`src/rtl/heap_free_engine_pkg.sv`:
```
// ----------------------------------------------------------------------------
// heap_free_engine_pkg
// Shared memory-management definitions for the heap free path.
//   - Default heap geometry: base address, block size (log2) and block count
//   - Length-table entry width (lengths are counted in blocks)
//   - FSM state encoding of the free engine
// No ports; imported by the interface and the engine.
// ----------------------------------------------------------------------------
package heap_free_engine_pkg;

    localparam logic [31:0] HEAP_BASE_DEF   = 32'h0010_0000;
    localparam int          BLOCK_SHIFT_DEF = 5;
    localparam int          NUM_BLOCKS_DEF  = 64;
    localparam int          IDX_W_DEF       = $clog2(NUM_BLOCKS_DEF);
    localparam int          LEN_W           = 7;

    typedef enum logic [2:0] {
        ST_IDLE   = 3'd0,
        ST_ACK    = 3'd1,
        ST_LOOKUP = 3'd2,
        ST_CLEAR  = 3'd3,
        ST_DONE   = 3'd4,
        ST_SETTLE = 3'd5
    } hfe_state_e;

endpackage

```
`src/rtl/heap_free_engine_if.sv`:
```
// ----------------------------------------------------------------------------
// heap_free_engine_if
// Bundles every non-clock signal of the free engine.
//   free_request_i / free_address_i : request from the free circular buffer
//   idle / analysis                 : engine ready / request-consumed pulse
//   len_addr_o / len_data_i / len_we_o : length-table port (1-cycle read)
//   bm_clr_o / bm_clr_idx_o         : allocation-bitmap clear strobe + index
//   free_done_o / free_error_o      : completion / rejection pulses
//   state_o                         : engine FSM state, for observation
// Handshake: free_request_i is a level; the engine consumes it only while
// idle is high, and acknowledges exactly once with a one-cycle analysis
// pulse. The requester advances to its next entry on analysis.
// modport slave is the engine, modport master the surrounding logic.
// ----------------------------------------------------------------------------
interface heap_free_engine_if
    import heap_free_engine_pkg::*;
#(
    parameter int IDX_W = IDX_W_DEF
);
    logic              free_request_i;
    logic [31:0]       free_address_i;
    logic              idle;
    logic              analysis;
    logic [IDX_W-1:0]  len_addr_o;
    logic [LEN_W-1:0]  len_data_i;
    logic              len_we_o;
    logic              bm_clr_o;
    logic [IDX_W-1:0]  bm_clr_idx_o;
    logic              free_done_o;
    logic              free_error_o;
    hfe_state_e        state_o;

    modport slave (
        input  free_request_i, free_address_i, len_data_i,
        output idle, analysis, len_addr_o, len_we_o, bm_clr_o,
               bm_clr_idx_o, free_done_o, free_error_o, state_o
    );

    modport master (
        output free_request_i, free_address_i, len_data_i,
        input  idle, analysis, len_addr_o, len_we_o, bm_clr_o,
               bm_clr_idx_o, free_done_o, free_error_o, state_o
    );

endinterface

```
`src/rtl/heap_free_engine.sv`:
```
// ----------------------------------------------------------------------------
// heap_free_engine
// Frees one heap allocation per request: validates the byte address, reads
// the allocation length from the length table, clears that many bitmap bits
// in ascending block order, then clears the length-table entry.
// Ports:
//   clk  : sole clock, rising edge
//   rst  : asynchronous active-high reset
//   bus  : heap_free_engine_if.slave (request, length table, bitmap, status)
// All outputs are decoded from the registered state or from registers.
// ----------------------------------------------------------------------------
module heap_free_engine
    import heap_free_engine_pkg::*;
#(
    parameter logic [31:0] HEAP_BASE   = HEAP_BASE_DEF,
    parameter int          BLOCK_SHIFT = BLOCK_SHIFT_DEF,
    parameter int          NUM_BLOCKS  = NUM_BLOCKS_DEF
)(
    input  logic               clk,
    input  logic               rst,
    heap_free_engine_if.slave  bus
);

    localparam int          IDX_W      = $clog2(NUM_BLOCKS);
    localparam int          SUM_W      = ((IDX_W > LEN_W) ? IDX_W : LEN_W) + 1;
    localparam logic [31:0] HEAP_BYTES = 32'(NUM_BLOCKS) << BLOCK_SHIFT;

    hfe_state_e        state_q, state_d;
    logic              err_q, err_d;
    logic [IDX_W-1:0]  idx_q, idx_d;
    logic [IDX_W-1:0]  cur_q, cur_d;
    logic [LEN_W-1:0]  rem_q, rem_d;
    logic              settle_q, settle_d;

    logic [31:0]       offset;
    logic              addr_bad;
    logic [SUM_W-1:0]  span;
    logic              len_bad;

    // Unsigned wrap makes addresses below the heap base land far above
    // HEAP_BYTES, so a single range compare rejects both directions.
    assign offset   = bus.free_address_i - HEAP_BASE;
    assign addr_bad = (offset >= HEAP_BYTES) || (offset[BLOCK_SHIFT-1:0] != '0);

    assign span     = SUM_W'(idx_q) + SUM_W'(bus.len_data_i);
    assign len_bad  = (bus.len_data_i == '0) || (span > SUM_W'(NUM_BLOCKS));

    always_ff @(posedge clk or posedge rst) begin
        if (rst) begin
            state_q  <= ST_IDLE;
            err_q    <= 1'b0;
            idx_q    <= '0;
            cur_q    <= '0;
            rem_q    <= '0;
            settle_q <= 1'b0;
        end else begin
            state_q  <= state_d;
            err_q    <= err_d;
            idx_q    <= idx_d;
            cur_q    <= cur_d;
            rem_q    <= rem_d;
            settle_q <= settle_d;
        end
    end

    always_comb begin
        state_d  = state_q;
        err_d    = err_q;
        idx_d    = idx_q;
        cur_d    = cur_q;
        rem_d    = rem_q;
        settle_d = settle_q;
        case (state_q)
            ST_IDLE: begin
                if (bus.free_request_i) begin
                    err_d   = addr_bad;
                    // The table index is registered on capture so the
                    // address is stable throughout ACK; the one-cycle read
                    // then returns data during LOOKUP.
                    if (!addr_bad) begin
                        idx_d = offset[BLOCK_SHIFT +: IDX_W];
                    end
                    state_d = ST_ACK;
                end
            end
            ST_ACK: begin
                state_d = err_q ? ST_DONE : ST_LOOKUP;
            end
            ST_LOOKUP: begin
                if (len_bad) begin
                    err_d   = 1'b1;
                    state_d = ST_DONE;
                end else begin
                    cur_d   = idx_q;
                    rem_d   = bus.len_data_i;
                    state_d = ST_CLEAR;
                end
            end
            ST_CLEAR: begin
                cur_d = cur_q + IDX_W'(1);
                rem_d = rem_q - LEN_W'(1);
                if (rem_q == LEN_W'(1)) begin
                    state_d = ST_DONE;
                end
            end
            ST_DONE: begin
                settle_d = 1'b0;
                state_d  = ST_SETTLE;
            end
            ST_SETTLE: begin
                // Two dead cycles let the buffer's registered request and
                // read-pointer/SRAM latency catch up before re-arming.
                if (settle_q) begin
                    state_d = ST_IDLE;
                end else begin
                    settle_d = 1'b1;
                end
            end
            default: begin
                state_d = ST_IDLE;
            end
        endcase
    end

    assign bus.idle         = (state_q == ST_IDLE);
    assign bus.analysis     = (state_q == ST_ACK);
    assign bus.len_addr_o   = idx_q;
    assign bus.len_we_o     = (state_q == ST_DONE) && !err_q;
    assign bus.bm_clr_o     = (state_q == ST_CLEAR);
    assign bus.bm_clr_idx_o = cur_q;
    assign bus.free_done_o  = (state_q == ST_DONE) && !err_q;
    assign bus.free_error_o = (state_q == ST_DONE) && err_q;
    assign bus.state_o      = state_q;

endmodule

```
`src/flat_wrapper.sv`:
```
// flat-port wrapper written by rule: the top's interface ports become plain ports
module heap_free_engine_flat import heap_free_engine_pkg::*;
#(
    parameter logic [31:0] HEAP_BASE   = HEAP_BASE_DEF,
    parameter int          BLOCK_SHIFT = BLOCK_SHIFT_DEF,
    parameter int          NUM_BLOCKS  = NUM_BLOCKS_DEF
)
  (clk, rst, bus_free_request_i, bus_free_address_i, bus_len_data_i, bus_idle, bus_analysis, bus_len_addr_o, bus_len_we_o, bus_bm_clr_o, bus_bm_clr_idx_o, bus_free_done_o, bus_free_error_o, bus_state_o);
  heap_free_engine_if bus_i ();
  input  logic clk;
  input  logic rst;
  input wire logic [$bits(bus_i.free_request_i)-1:0] bus_free_request_i;
  input wire logic [$bits(bus_i.free_address_i)-1:0] bus_free_address_i;
  input wire logic [$bits(bus_i.len_data_i)-1:0] bus_len_data_i;
  output wire logic [$bits(bus_i.idle)-1:0] bus_idle;
  output wire logic [$bits(bus_i.analysis)-1:0] bus_analysis;
  output wire logic [$bits(bus_i.len_addr_o)-1:0] bus_len_addr_o;
  output wire logic [$bits(bus_i.len_we_o)-1:0] bus_len_we_o;
  output wire logic [$bits(bus_i.bm_clr_o)-1:0] bus_bm_clr_o;
  output wire logic [$bits(bus_i.bm_clr_idx_o)-1:0] bus_bm_clr_idx_o;
  output wire logic [$bits(bus_i.free_done_o)-1:0] bus_free_done_o;
  output wire logic [$bits(bus_i.free_error_o)-1:0] bus_free_error_o;
  output wire logic [$bits(bus_i.state_o)-1:0] bus_state_o;
  assign bus_i.free_request_i = bus_free_request_i;
  assign bus_i.free_address_i = bus_free_address_i;
  assign bus_i.len_data_i = bus_len_data_i;
  assign bus_idle = bus_i.idle;
  assign bus_analysis = bus_i.analysis;
  assign bus_len_addr_o = bus_i.len_addr_o;
  assign bus_len_we_o = bus_i.len_we_o;
  assign bus_bm_clr_o = bus_i.bm_clr_o;
  assign bus_bm_clr_idx_o = bus_i.bm_clr_idx_o;
  assign bus_free_done_o = bus_i.free_done_o;
  assign bus_free_error_o = bus_i.free_error_o;
  assign bus_state_o = bus_i.state_o;
  heap_free_engine #(.HEAP_BASE(HEAP_BASE), .BLOCK_SHIFT(BLOCK_SHIFT), .NUM_BLOCKS(NUM_BLOCKS)) u_core (.clk(clk), .rst(rst), .bus(bus_i));
endmodule
```
`config.mk`:
```
export PLATFORM = sky130hd
export DESIGN_NAME = heap_free_engine_flat
export DESIGN_NICKNAME = d
export VERILOG_FILES = /design/src/rtl/heap_free_engine_pkg.sv /design/src/rtl/heap_free_engine_if.sv /design/src/rtl/heap_free_engine.sv /design/src/flat_wrapper.sv
export SDC_FILE = /design/constraint.sdc
export NUM_CORES = 1
export LEC_CHECK = 0
export ABC_AREA = 1
export CORE_ASPECT_RATIO = 1.25
export CORE_MARGIN = 2
export CORE_UTILIZATION = 40
export CTS_CLUSTER_DIAMETER = 80
export DETAILED_ROUTE_END_ITERATION = 12
export HOLD_SLACK_MARGIN = 0.03
export PLACE_DENSITY = 0.72
export SETUP_SLACK_MARGIN = 0.5
export SYNTH_ARGS = -nofsm -noshare
export SYNTH_HDL_FRONTEND = slang
export SYNTH_SLANG_ARGS = --single-unit
```
`constraint.sdc`:
```
create_clock -name clk -period 2.1 [get_ports clk]
set_clock_uncertainty 0.05 [all_clocks]
set_input_delay 0.315 -clock clk [delete_from_list [all_inputs] [get_ports clk]]
set_output_delay 0.315 -clock clk [all_outputs]
set_load 0.02 [all_outputs]
```
Yosys cells after proc, flatten, opt, wreduce, memory -nomap -nowiden
Index checks and enable logic that the tools add are counted.
{"block": "word_totals", "regBits": 24, "input_bits": 42}
{"block": "op_classes", "add_sub_neg": 4, "n_bitwise": 1, "magnitude_cmp": 2, "reduce_logical": 15, "eq_ne": 11, "muxes": 14}
{"operator": "$ge A32 B12 Y1 const B", "count": 1}
{"operator": "$sub A32 B21 Y32 const B", "count": 1}
{"operator": "$pmux W3 S6", "count": 1}
{"operator": "$mux W3", "count": 5}
{"operator": "$pmux W7 S2", "count": 1}
{"operator": "$pmux W6 S2", "count": 1}
{"operator": "$reduce_and A3 Y1", "count": 3}
{"operator": "$add A6 B7 Y8", "count": 1}
{"operator": "$gt A8 B7 Y1 const B", "count": 1}
{"operator": "$eq A7 B1 Y1 const B", "count": 1}
{"operator": "$logic_not A7 Y1", "count": 1}
{"operator": "$mux W7", "count": 1}
{"operator": "$sub A7 B1 Y7 const B", "count": 1}
{"operator": "$add A6 B1 Y6 const B", "count": 1}
{"operator": "$eq A3 B2 Y1 const B", "count": 2}
{"operator": "$eq A3 B3 Y1 const B", "count": 2}
{"operator": "$mux W6", "count": 1}
{"operator": "$ne A2 B1 Y1 const B", "count": 3}
{"operator": "$reduce_bool A2 Y1", "count": 3}
{"operator": "$reduce_bool A5 Y1", "count": 1}
{"operator": "$ne A2 B2 Y1 const B", "count": 2}
{"operator": "$pmux W1 S2", "count": 2}
{"operator": "$eq A3 B1 Y1 const B", "count": 1}
{"operator": "$logic_not A3 Y1", "count": 1}
{"operator": "6 further kinds", "count": 9}

Logic depth before layout (Yosys ltp)
Gate-level depths: netlist of the first run.
{"block": "logic_depth", "depth_word": 5, "depth_mapped": 16}

Least setup slack after synthesis of the first run
OpenSTA, ideal clock, no wires.
{"block": "synth_timing", "path_kind": "reg2reg", "start": "register u_core.idx_q[0], in the netlist u_core.bus.len_addr_o[0]", "end": "register u_core.cur_q[0], in the netlist u_core.bus.bm_clr_idx_o[0]", "synth_period_minus_slack_ns": 2.181, "t_required_ns": 1.933, "arrival_time_ns": 2.014, "path_stages_with_launch": 14, "slack_ns": -0.081, "path_cell_list": "dfrtp_1 -> ha_1 -> inv_1 -> fa_1 -> nand2_1 -> nor2_1 -> nand3_1 -> nor2_1 -> nand2_1 -> nand2_2 -> nand3_4 -> buf_4 -> nand3_1 -> nand2_1"}
{"block": "synth_between", "elab_chain_cells": 5, "elab_cells_between_ends": 7, "cone_classes": "1 x add/sub; 1 x order compare; 1 x eq/ne; 2 x mux; 2 x reduce/logical"}
{"item": "from (decl)", "line": "heap_free_engine.sv:30", "text": "logic [IDX_W-1:0] idx_q, idx_d;"}
{"item": "from (signal assigned)", "line": "heap_free_engine.sv:59", "text": "idx_q <= idx_d;"}
{"item": "$add A6 B7 Y8", "line": "heap_free_engine.sv:45", "text": "assign span = SUM_W'(idx_q) + SUM_W'(bus.len_data_i);"}
{"item": "$gt A8 B7 Y1", "line": "heap_free_engine.sv:46", "text": "assign len_bad = (bus.len_data_i == '0) || (span > SUM_W'(NUM_BLOCKS));"}
{"item": "$logic_or A1 B1 Y1", "line": "heap_free_engine.sv:46"}
{"item": "$ne A2 B2 Y1 (no line)"}
{"item": "$reduce_and A2 Y1 (no line)"}
{"item": "to (signal assigned)", "line": "heap_free_engine.sv:60", "text": "cur_q <= cur_d;"}
{"item": "to (decl)", "line": "heap_free_engine.sv:31", "text": "logic [IDX_W-1:0] cur_q, cur_d;"}
Several ways; a longest one is shown, not always the timed one. The select of a mux whose other input is x is not followed.
A chain may end at the register's enable or synchronous reset.

Final worst setup path of the first run
{"block": "layout_timing", "start": "register u_core.idx_q[0], in the netlist u_core.bus.len_addr_o[0]", "end": "register u_core.rem_q[1]"}
{"block": "layout_between", "elab_chain_cells": 5}
{"item": "$add A6 B7 Y8", "line": "heap_free_engine.sv:45"}
{"item": "$gt A8 B7 Y1", "line": "heap_free_engine.sv:46"}
{"item": "$logic_or A1 B1 Y1", "line": "heap_free_engine.sv:46"}
{"item": "$ne A2 B2 Y1 (no line)"}
{"item": "$reduce_and A2 Y1 (no line)"}
{"item": "to (signal assigned)", "line": "heap_free_engine.sv:61", "text": "rem_q <= rem_d;"}
{"item": "to (decl)", "line": "heap_free_engine.sv:32", "text": "logic [LEN_W-1:0] rem_q, rem_d;"}
Every way passes these cells.

==> results of run 1 <==
-- timing repair --
| action | CTS | global route |
|---|---|---|
| pin swaps | 13 | 7 |
| setup buffers | 2 | 2 |
| gates resized for setup | 53 | 20 |
| hold endpoints to repair | 0 | 0 |
| setup endpoints to repair | 42 | 29 |
-- cell families (layout without fill, tap and decap cells) --
kind of cell | count (synthesis) | in the layout
adders and majority gates | 10 | 10
AOI/OAI and AO/OA | 27 | 27
buffers and inverters | 50 | 135
xor gates and xnor gates | 2 | 2
DFF | 24 | 24
and+or+nand+nor | 169 | 169
-- placed cells by master, fill, tap and decap left out, types with 2 or more instances in the layout --
cell type        synthesis  layout
buf_6                    1       8
nor4_2                   0       3
clkbuf_8                 0       3
ha_1                     9       7
inv_1                   39      35
or2_2                    2       2
nor3_1                   6       5
dlygate4sd2_1            0      17
a31oi_1                  2       2
clkdlybuf4s50_1          0      39
clkdlybuf4s15_2          0       2
o21ai_1                  3       3
o21ai_0                 14      14
dfrtp_2                  0       4
nand2_1                 96      95
nor2_1                  24      20
dfrtp_1                 24      20
nand2_2                  1       2
nand3_1                 29      26
inv_2                    4       8
buf_4                    2      20
nor2_4                   0       4
a21oi_1                  6       6
nor3_4                   1       2
nand3_2                  0       3
nor4_1                   5       2
-- how the worst max path moves through the flow --
| stage | start | to | depth (start not counted) |
|---|---|---|---|
| global placement | bus_len_data_i[0] | u_core.rem_q[5] | 15 |
| detailed placement | bus_len_data_i[0] | u_core.bus.bm_clr_idx_o[0] | 16 |
| global route | u_core.bus.len_addr_o[0] | u_core.rem_q[2] | 13 |
| floorplan | u_core.bus.len_addr_o[0] | u_core.bus.bm_clr_idx_o[0] | 13 |
| CTS | u_core.bus.len_addr_o[0] | u_core.rem_q[1] | 13 |
| finish | u_core.bus.len_addr_o[0] | u_core.rem_q[1] | 13 |
-- per-layer routing --
metal  global-route usage  share of wire
met5                    0              0
met1                0.255           0.43
met3               0.0226          0.039
met2                0.391           0.52
met4               0.0638          0.014
-- critical path: cells and delay by family, from the launching register on --
kind,cells,cell delay [ns]
buffers and inverters,2,0.23
adder cells (fa/ha/maj),2,0.65
flip-flops,1,0.40
AND/OR/NAND/NOR,9,0.69
-- metrics by stage --
| stage | hold WS (ns) | TNS (ns) | instance area [µm²] |
|---|---|---|---|
| after floorplan | 0.279 | 0 | 1870 |
| after global placement | 0.408 | -7.04 | 2690 |
| after detailed placement | 0.413 | -7.57 | 2690 |
| after CTS | 0.344 | -0.431 | 2760 |
| after global routing | 0.370 | -2.29 | 2850 |
| final | 0.331 | -0.293 | 2850 |
-- sequential cells by signal (all words and copies together), names as in the netlist --
signal,flops
u_core.rem_q,7
u_core.settle_q,1
u_core.bus.len_addr_o,6
u_core.bus.bm_clr_idx_o,6
u_core.bus.state_o,3
u_core.err_q,1
-- final cells by class --
cell class / count / area (µm²) / area share
timing repair buffer: 87 / 822 / 0.289
clock buffer: 4 / 45.0 / 0.0158
tap: 58 / 72.6 / 0.0255
inverter: 44 / 165 / 0.0580
sequential: 24 / 606 / 0.213
multi-input combinational: 208 / 1140 / 0.399
-- power by group through the flow --
stage	Sequential, mW	Clock, mW	Combinational (mW)
global route	0.546	0.314	0.618
detailed placement	0.538	0	0.499
finish	0.540	0.290	0.555
global placement	0.539	0	0.496
CTS	0.530	0.298	0.481
floorplan	0.557	0	0.247
==> results by group, run 1 <==
Floorplanning
  • I/O pin cnt: 63
  • Die X: 64.6 µm
  • Die Area: 0.00516 mm²
  • Placeable Area: 0.00443 mm²
  • Die Span Y: 79.8 µm
  • Initial Util: 0.415
  • Core Rows: 27

Global route
  • Remaining global-route overflow: 0
  • Initial antenna violation count: 0
  • Largest net degree at the start of global routing: 27
  • Number of global-route vias before repair: 2013
  • Global-route wire length before repair: 8.59 mm
  • GRT Total Usage: 0.211

Synth
  • Mapped Cells: 282
  • Syn_nets: 334
  • Synth Area in Compound Gates: 0.0776
  • Yosys warns: 0
  • Post-synthesis adder-cell area fraction: 0.0722
  • Simple-gate area share of the yosys netlist: 0.403
  • Synth Area in XOR/XNOR: 0.00953
  • Post-synth ARST share: 1.00
  • Mapped Area: 0.00184 mm²
  • Most common library cells after synthesis: nand2_1, inv_1, nand3_1, dfrtp_1, nor2_1
  • Synth Flop Type: dfrtp_1
  • Yosys reg bits: 24
  • Synth top area cells: dfrtp_1, nand2_1, inv_1
  • Top-area cell type share of the netlist area: 0.327
  • Mux cell area share after synthesis: 0
  • Most frequent cell after synthesis: nand2_1
  • Number of synthesized flops with an enable pin: 0
  • Avg Cell Area, Syn: 6.52 µm²
  • Register area share after synthesis: 0.327
  • Distinct cells, synth: 32
  • Synth area leader: dfrtp_1
  • Main combinational cell family by area after synthesis: simple AND/OR/NAND/NOR gates

Power
  • VDD IR max: 0.419 mV
  • NetSw: 0.495 mW
  • Lkg Pwr: 1.47 nW
  • Sw frac: 0.358
  • Sequential power share: 0.390
  • Total power: 1.38 mW
  • Combinational power share: 0.401
  • PwrDens: 486 mW/mm²
  • Pint: 0.890 mW
  • Clock power share: 0.210

Clock tree
  • Hold buffers post-CTS: 0
  • CTS Buf Count: 3
  • Clock Tree Root: clkbuf_8
  • Worst-Skew Late Latency: 0.27 ns
  • Clk sinks: 24
  • Clk slew on worst S/H paths: 0.09 ns
  • Worst-case clock buffer depth: 2
  • H-tree levels: 1
  • CTS tree: yes

Finish
  • Syn-to-layout area delta: 54.9%
  • Ratio of cells with drive above 1 in the final layout: 0.185
  • Final #Nets: between 400 and 500
  • Post-Layout Cell Count: 425
  • Fillers: around 430
  • Fin util: 0.643
  • ANT cells: 0

Worst setup path
  • Most Frequent Cell on Critical Path: nand2_1
  • Worst path max stage delay: approximately 0.5 ns
  • Crit start category: flop
  • R2R Setup Slk: -0.04 ns
  • Kind of critical path: reg -> reg
  • FF-to-FF End: u_core.rem_q[1]
  • CP arrival: 2.26 ns
  • Required time of the critical path: 2.22 ns
  • Crit. End Element: flop
  • Worst reg2reg path startpoint: u_core.bus.len_addr_o[0]
  • R2R depth: 13
  • CP max FO: 6
  • Slowest-stage cell, CP: fa_2
  • CP Cell Sequence: ha_4, inv_2, fa_2, nand2_1, nor2_1, nand3_1, nor2_1, nand2_1, nand2_2, nand3_4, buf_12, nand3_1, nand2_1

Placement
  • DP Wirelength: 3.99 mm
  • Routability congestion estimate: ~0.85
  • Number of I/O port buffers: 62
  • DP Cell Count: between 400 and 500
  • DP Worst Slack: -0.483 ns

STA
  • Max transition margin: 0.702
  • Hold Fails Final Rpt: 0
  • RSZ-0062 raised after global routing: true
  • Slew @ Worst Pin: 0.444 ns
  • Final Critical Period: around 2.1 ns
  • Slew Limit Fails: 0
  • Fin crit share: 1.02
  • Setup violators final: 14
  • Max Fclk: 467 MHz
  • Worst setup margin: -0.0398 ns

Route
  • Residual DRC: 0
  • Vias: 2059
  • Detailed Route Iter0 Violations: 96
  • Via/cell ratio: between 4 and 5
  • Drt pass-1 iters: 4
  • Routed wire length: 5.03 mm
  • Wirelength per Cell: about 12 µm
  • Number of routed nets with antenna violations: 0

Outcome
  • Run status: finished with violations
  • Failing checks: negative setup slack

Min path
  • Hold crit path type: in -> async

Run
  • Max Cap Violations: 0
No activity file was read; power rests on OpenSTA's default activity.
==> run 2, diff against run 1 <==
ABC_AREA = not set   (was 1)
CORE_MARGIN = 3   (was 2)
PLACE_DENSITY = 0.74   (was 0.72)
==> run 2 against run 1 <==
Compared with the run above:
- the flow still finishes with violations (negative setup slack)
- synthesized cell count shrank 34%
- sequential cell count is the same
- utilization up 16 points
- hold slack got worse by 0.0030 ns
- non-clock buffer count is 26 higher
- clock-buffer cell count stayed put
- area after synthesis decreased by 11%
- global-route usage rose by 1.2 points
- die area shrank 5.4%
- clock power about the same
- first-iteration DRC count increased by 21%
- cell area up 8.4%
==> results by group, run 2 <==
Outcome
  • Run status: finished with violations
  • Failing checks: negative setup slack

Clock tree
  • CTS tree: yes
  • Worst-case clock buffer depth: 2
  • Clock Tree Root: clkbuf_8
  • Clk slew on worst S/H paths: ~0.090 ns
  • CTS Buf Count: 3
  • Clk sinks: 24
  • H-tree levels: 1
  • Worst-Skew Late Latency: between 0.2 and 0.3 ns

Worst setup path
  • Required time of the critical path: about 2.2 ns
  • Crit start category: flop
  • Kind of critical path: reg -> reg
  • Crit. End Element: flop
  • CP max FO: 6
  • CP arrival: 2.85 ns

Floorplanning
  • Initial Util: 0.423
  • Die Span Y: 77.3 µm
  • Placeable Area: 0.00385 mm²
  • Die X: 63.1 µm
  • Core Rows: 25
  • I/O pin cnt: 63
  • Die Area: 0.00488 mm²

Placement
  • Placed Instance Area: between 0.002 and 0.003 mm²
  • Number of I/O port buffers: 62
  • DP Wirelength: 3.76 mm
  • Routability congestion estimate: 0.875

Global route
  • Number of global-route vias before repair: 1910
  • Remaining global-route overflow: 0
  • Largest net degree at the start of global routing: 25
  • Global-route wire length before repair: 8.89 mm
  • GRT Total Usage: 0.223
  • Initial antenna violation count: 0

Route
  • Detailed Route Iter0 Violations: approximately 120
  • Routed wire length: 5.77 mm
  • Wirelength per Cell: 16.5 µm
  • Via/cell ratio: between 5 and 6
  • Residual DRC: 0
  • Drt pass-1 iters: 4
  • Number of routed nets with antenna violations: 0
  • Vias: 1949

Synth
  • Most frequent cell after synthesis: dfrtp_1
  • Synth area leader: dfrtp_1
  • Number of synthesized flops with an enable pin: 0
  • Mapped Cells: 185
  • Most common library cells after synthesis: dfrtp_1, nand2_1, nor2_1, o21ai_0
  • Yosys reg bits: 24
  • Synth Flop Type: dfrtp_1
  • Post-synth ARST share: 1.00
  • Synth top area cells: dfrtp_1, ha_1, nand2_1
  • Avg Cell Area, Syn: 8.80 µm²
  • Register area share after synthesis: 0.369
  • Top-area cell type share of the netlist area: 0.369
  • Mapped Area: 0.00163 mm²
  • Distinct cells, synth: 47
  • Yosys warns: 0
  • Syn_nets: 237

STA
  • RSZ-0062 raised after global routing: true
  • Slew Limit Fails: 0
  • Setup TNS: -9.06 ns
  • Max Fclk: 367 MHz
  • Slew @ Worst Pin: 0.578 ns
  • Worst setup margin: -0.627 ns
  • Fin crit share: 1.30
  • Final Critical Period: about 2.7 ns
  • Setup violators final: 17
  • Hold Fails Final Rpt: 0
  • Max transition margin: 0.612

Power
  • Sw frac: 0.243
  • Combinational power share: 0.183
  • PwrDens: around 300 mW/mm²
  • NetSw: 0.224 mW
  • Total power: about 0.92 mW
  • VDD IR max: 0.187 mV
  • Pint: between 0.6 and 0.7 mW
  • Clock power share: 0.316
  • Lkg Pwr: 1.43 nW
  • Sequential power share: 0.501

Finish
  • Most frequent cells in the layout: buf_4, dlygate4sd2_1, clkdlybuf4s50_1, dfrtp_1, buf_6
  • ANT cells: 0
  • Ratio of cells with drive above 1 in the final layout: 0.412
  • Fillers: 253
  • Final #Nets: about 350
  • Commonest non-fill, non-tap cell in the layout: buf_4
  • Final instance area: 0.00309 mm²
  • Biggest register: u_core.rem_q
  • Max reg flops: 7
  • Syn-to-layout area delta: 89.6%
  • Fin util: 0.802

Run
  • Max Cap Violations: 0

Min path
  • Hold crit path type: in -> async
[run 2: cell types whose count changed after synthesis, moves of 4 or more]
cell	before	now
a21oi_1	6	10
nand2_1	96	18
nand3_1	29	7
inv_1	39	10
a221o_1	0	4
nor2_1	24	17
mux2_2	0	6
[run 2: critical path: stages (launching register included)]
cell	delay [ns]
dfrtp_2	0.44
ha_4	0.21
a21o_1	0.16
and4_4	0.19
or4_4	0.43
a2111oi_4	0.41
buf_4	0.19
o221a_4	0.23
nor2_1	0.05
a221o_1	0.25
[run 2: logic make-up after synthesis]
| group | synth area share |
|---|---|
| muxes | 0.0415 |
| xor gates and xnor gates | 0.0269 |
| DFF | 0.369 |
| AOI/OAI and AO/OA | 0.191 |
| and+or+nand+nor | 0.241 |
| buffers and inverters | 0.0492 |
| adders and majority gates | 0.0815 |
[run 2: power groups by stage]
| stage | Clock [mW] | Sequential (mW) | Combinational [mW] |
|---|---|---|---|
| global placement | 0 | 0.471 | 0.156 |
| finish | 0.291 | 0.462 | 0.169 |
| global route | 0.313 | 0.462 | 0.182 |
| CTS | 0.283 | 0.462 | 0.154 |
| detailed placement | 0 | 0.471 | 0.159 |
| floorplan | 0 | 0.471 | 0.0458 |
[run 2: cell type report]
class | count | area [µm²] | area share
multi-input cells | 144 | 1280 | 0.414
repair buffers | 113 | 1030 | 0.334
flip-flops and latches | 24 | 607 | 0.197
well taps | 54 | 67.6 | 0.0219
inverters | 11 | 56.3 | 0.0182
clock buffers | 4 | 45.0 | 0.0146
[run 2: repair_timing]
item,CTS,global route
gates resized for setup,95,42
buffers inserted,14,4
cloned,1,0
setup endpoints to repair,44,30
pin swaps,24,27
hold buffers,0,0
[run 2: worst paths after layout]
| check | from | end | slack (ns) | cells after the start |
|---|---|---|---|---|
| hold reg to reg | u_core.bus.bm_clr_idx_o[5] | u_core.bus.bm_clr_idx_o[5] | 0.48 | 1 |
| max in group asynchronous | rst | u_core.bus.state_o[1] | 1.40 | 3 |
| setup reg to reg | u_core.bus.len_addr_o[1] | u_core.rem_q[4] | -0.63 | 9 |
| min in group clk | u_core.bus.bm_clr_idx_o[5] | u_core.bus.bm_clr_idx_o[5] | 0.48 | 1 |
| hold / removal | rst | u_core.bus.len_addr_o[0] | 0.33 | 3 |
| setup / recovery | u_core.bus.len_addr_o[1] | u_core.rem_q[4] | -0.63 | 9 |
[run 2: through the flow]
| stage | worst slack [ns] | cells | hold slack [ns] |
|---|---|---|---|
| 4_1_cts | -0.618 | 346 | 0.357 |
| 5_1_grt | -0.731 | 350 | 0.404 |
| 6_report | -0.627 | 350 | 0.328 |
| 3_3_place_gp | -1.02 | 327 | 0.459 |
| 2_1_floorplan | -0.547 | 185 | 0.279 |
| 3_5_place_dp | -1.08 | 327 | 0.468 |
[run 2: per-layer routing]
| metal | vias to the layer above | wire length, µm | GRT usage |
|---|---|---|---|
| met5 | - | 0 | 0 |
| met4 | 0 | 119 | 0.0530 |
| met3 | 16 | 270 | 0.0220 |
| met2 | 85 | 3080 | 0.399 |
| met1 | 941 | 2300 | 0.285 |
| li1 | 907 | - | - |
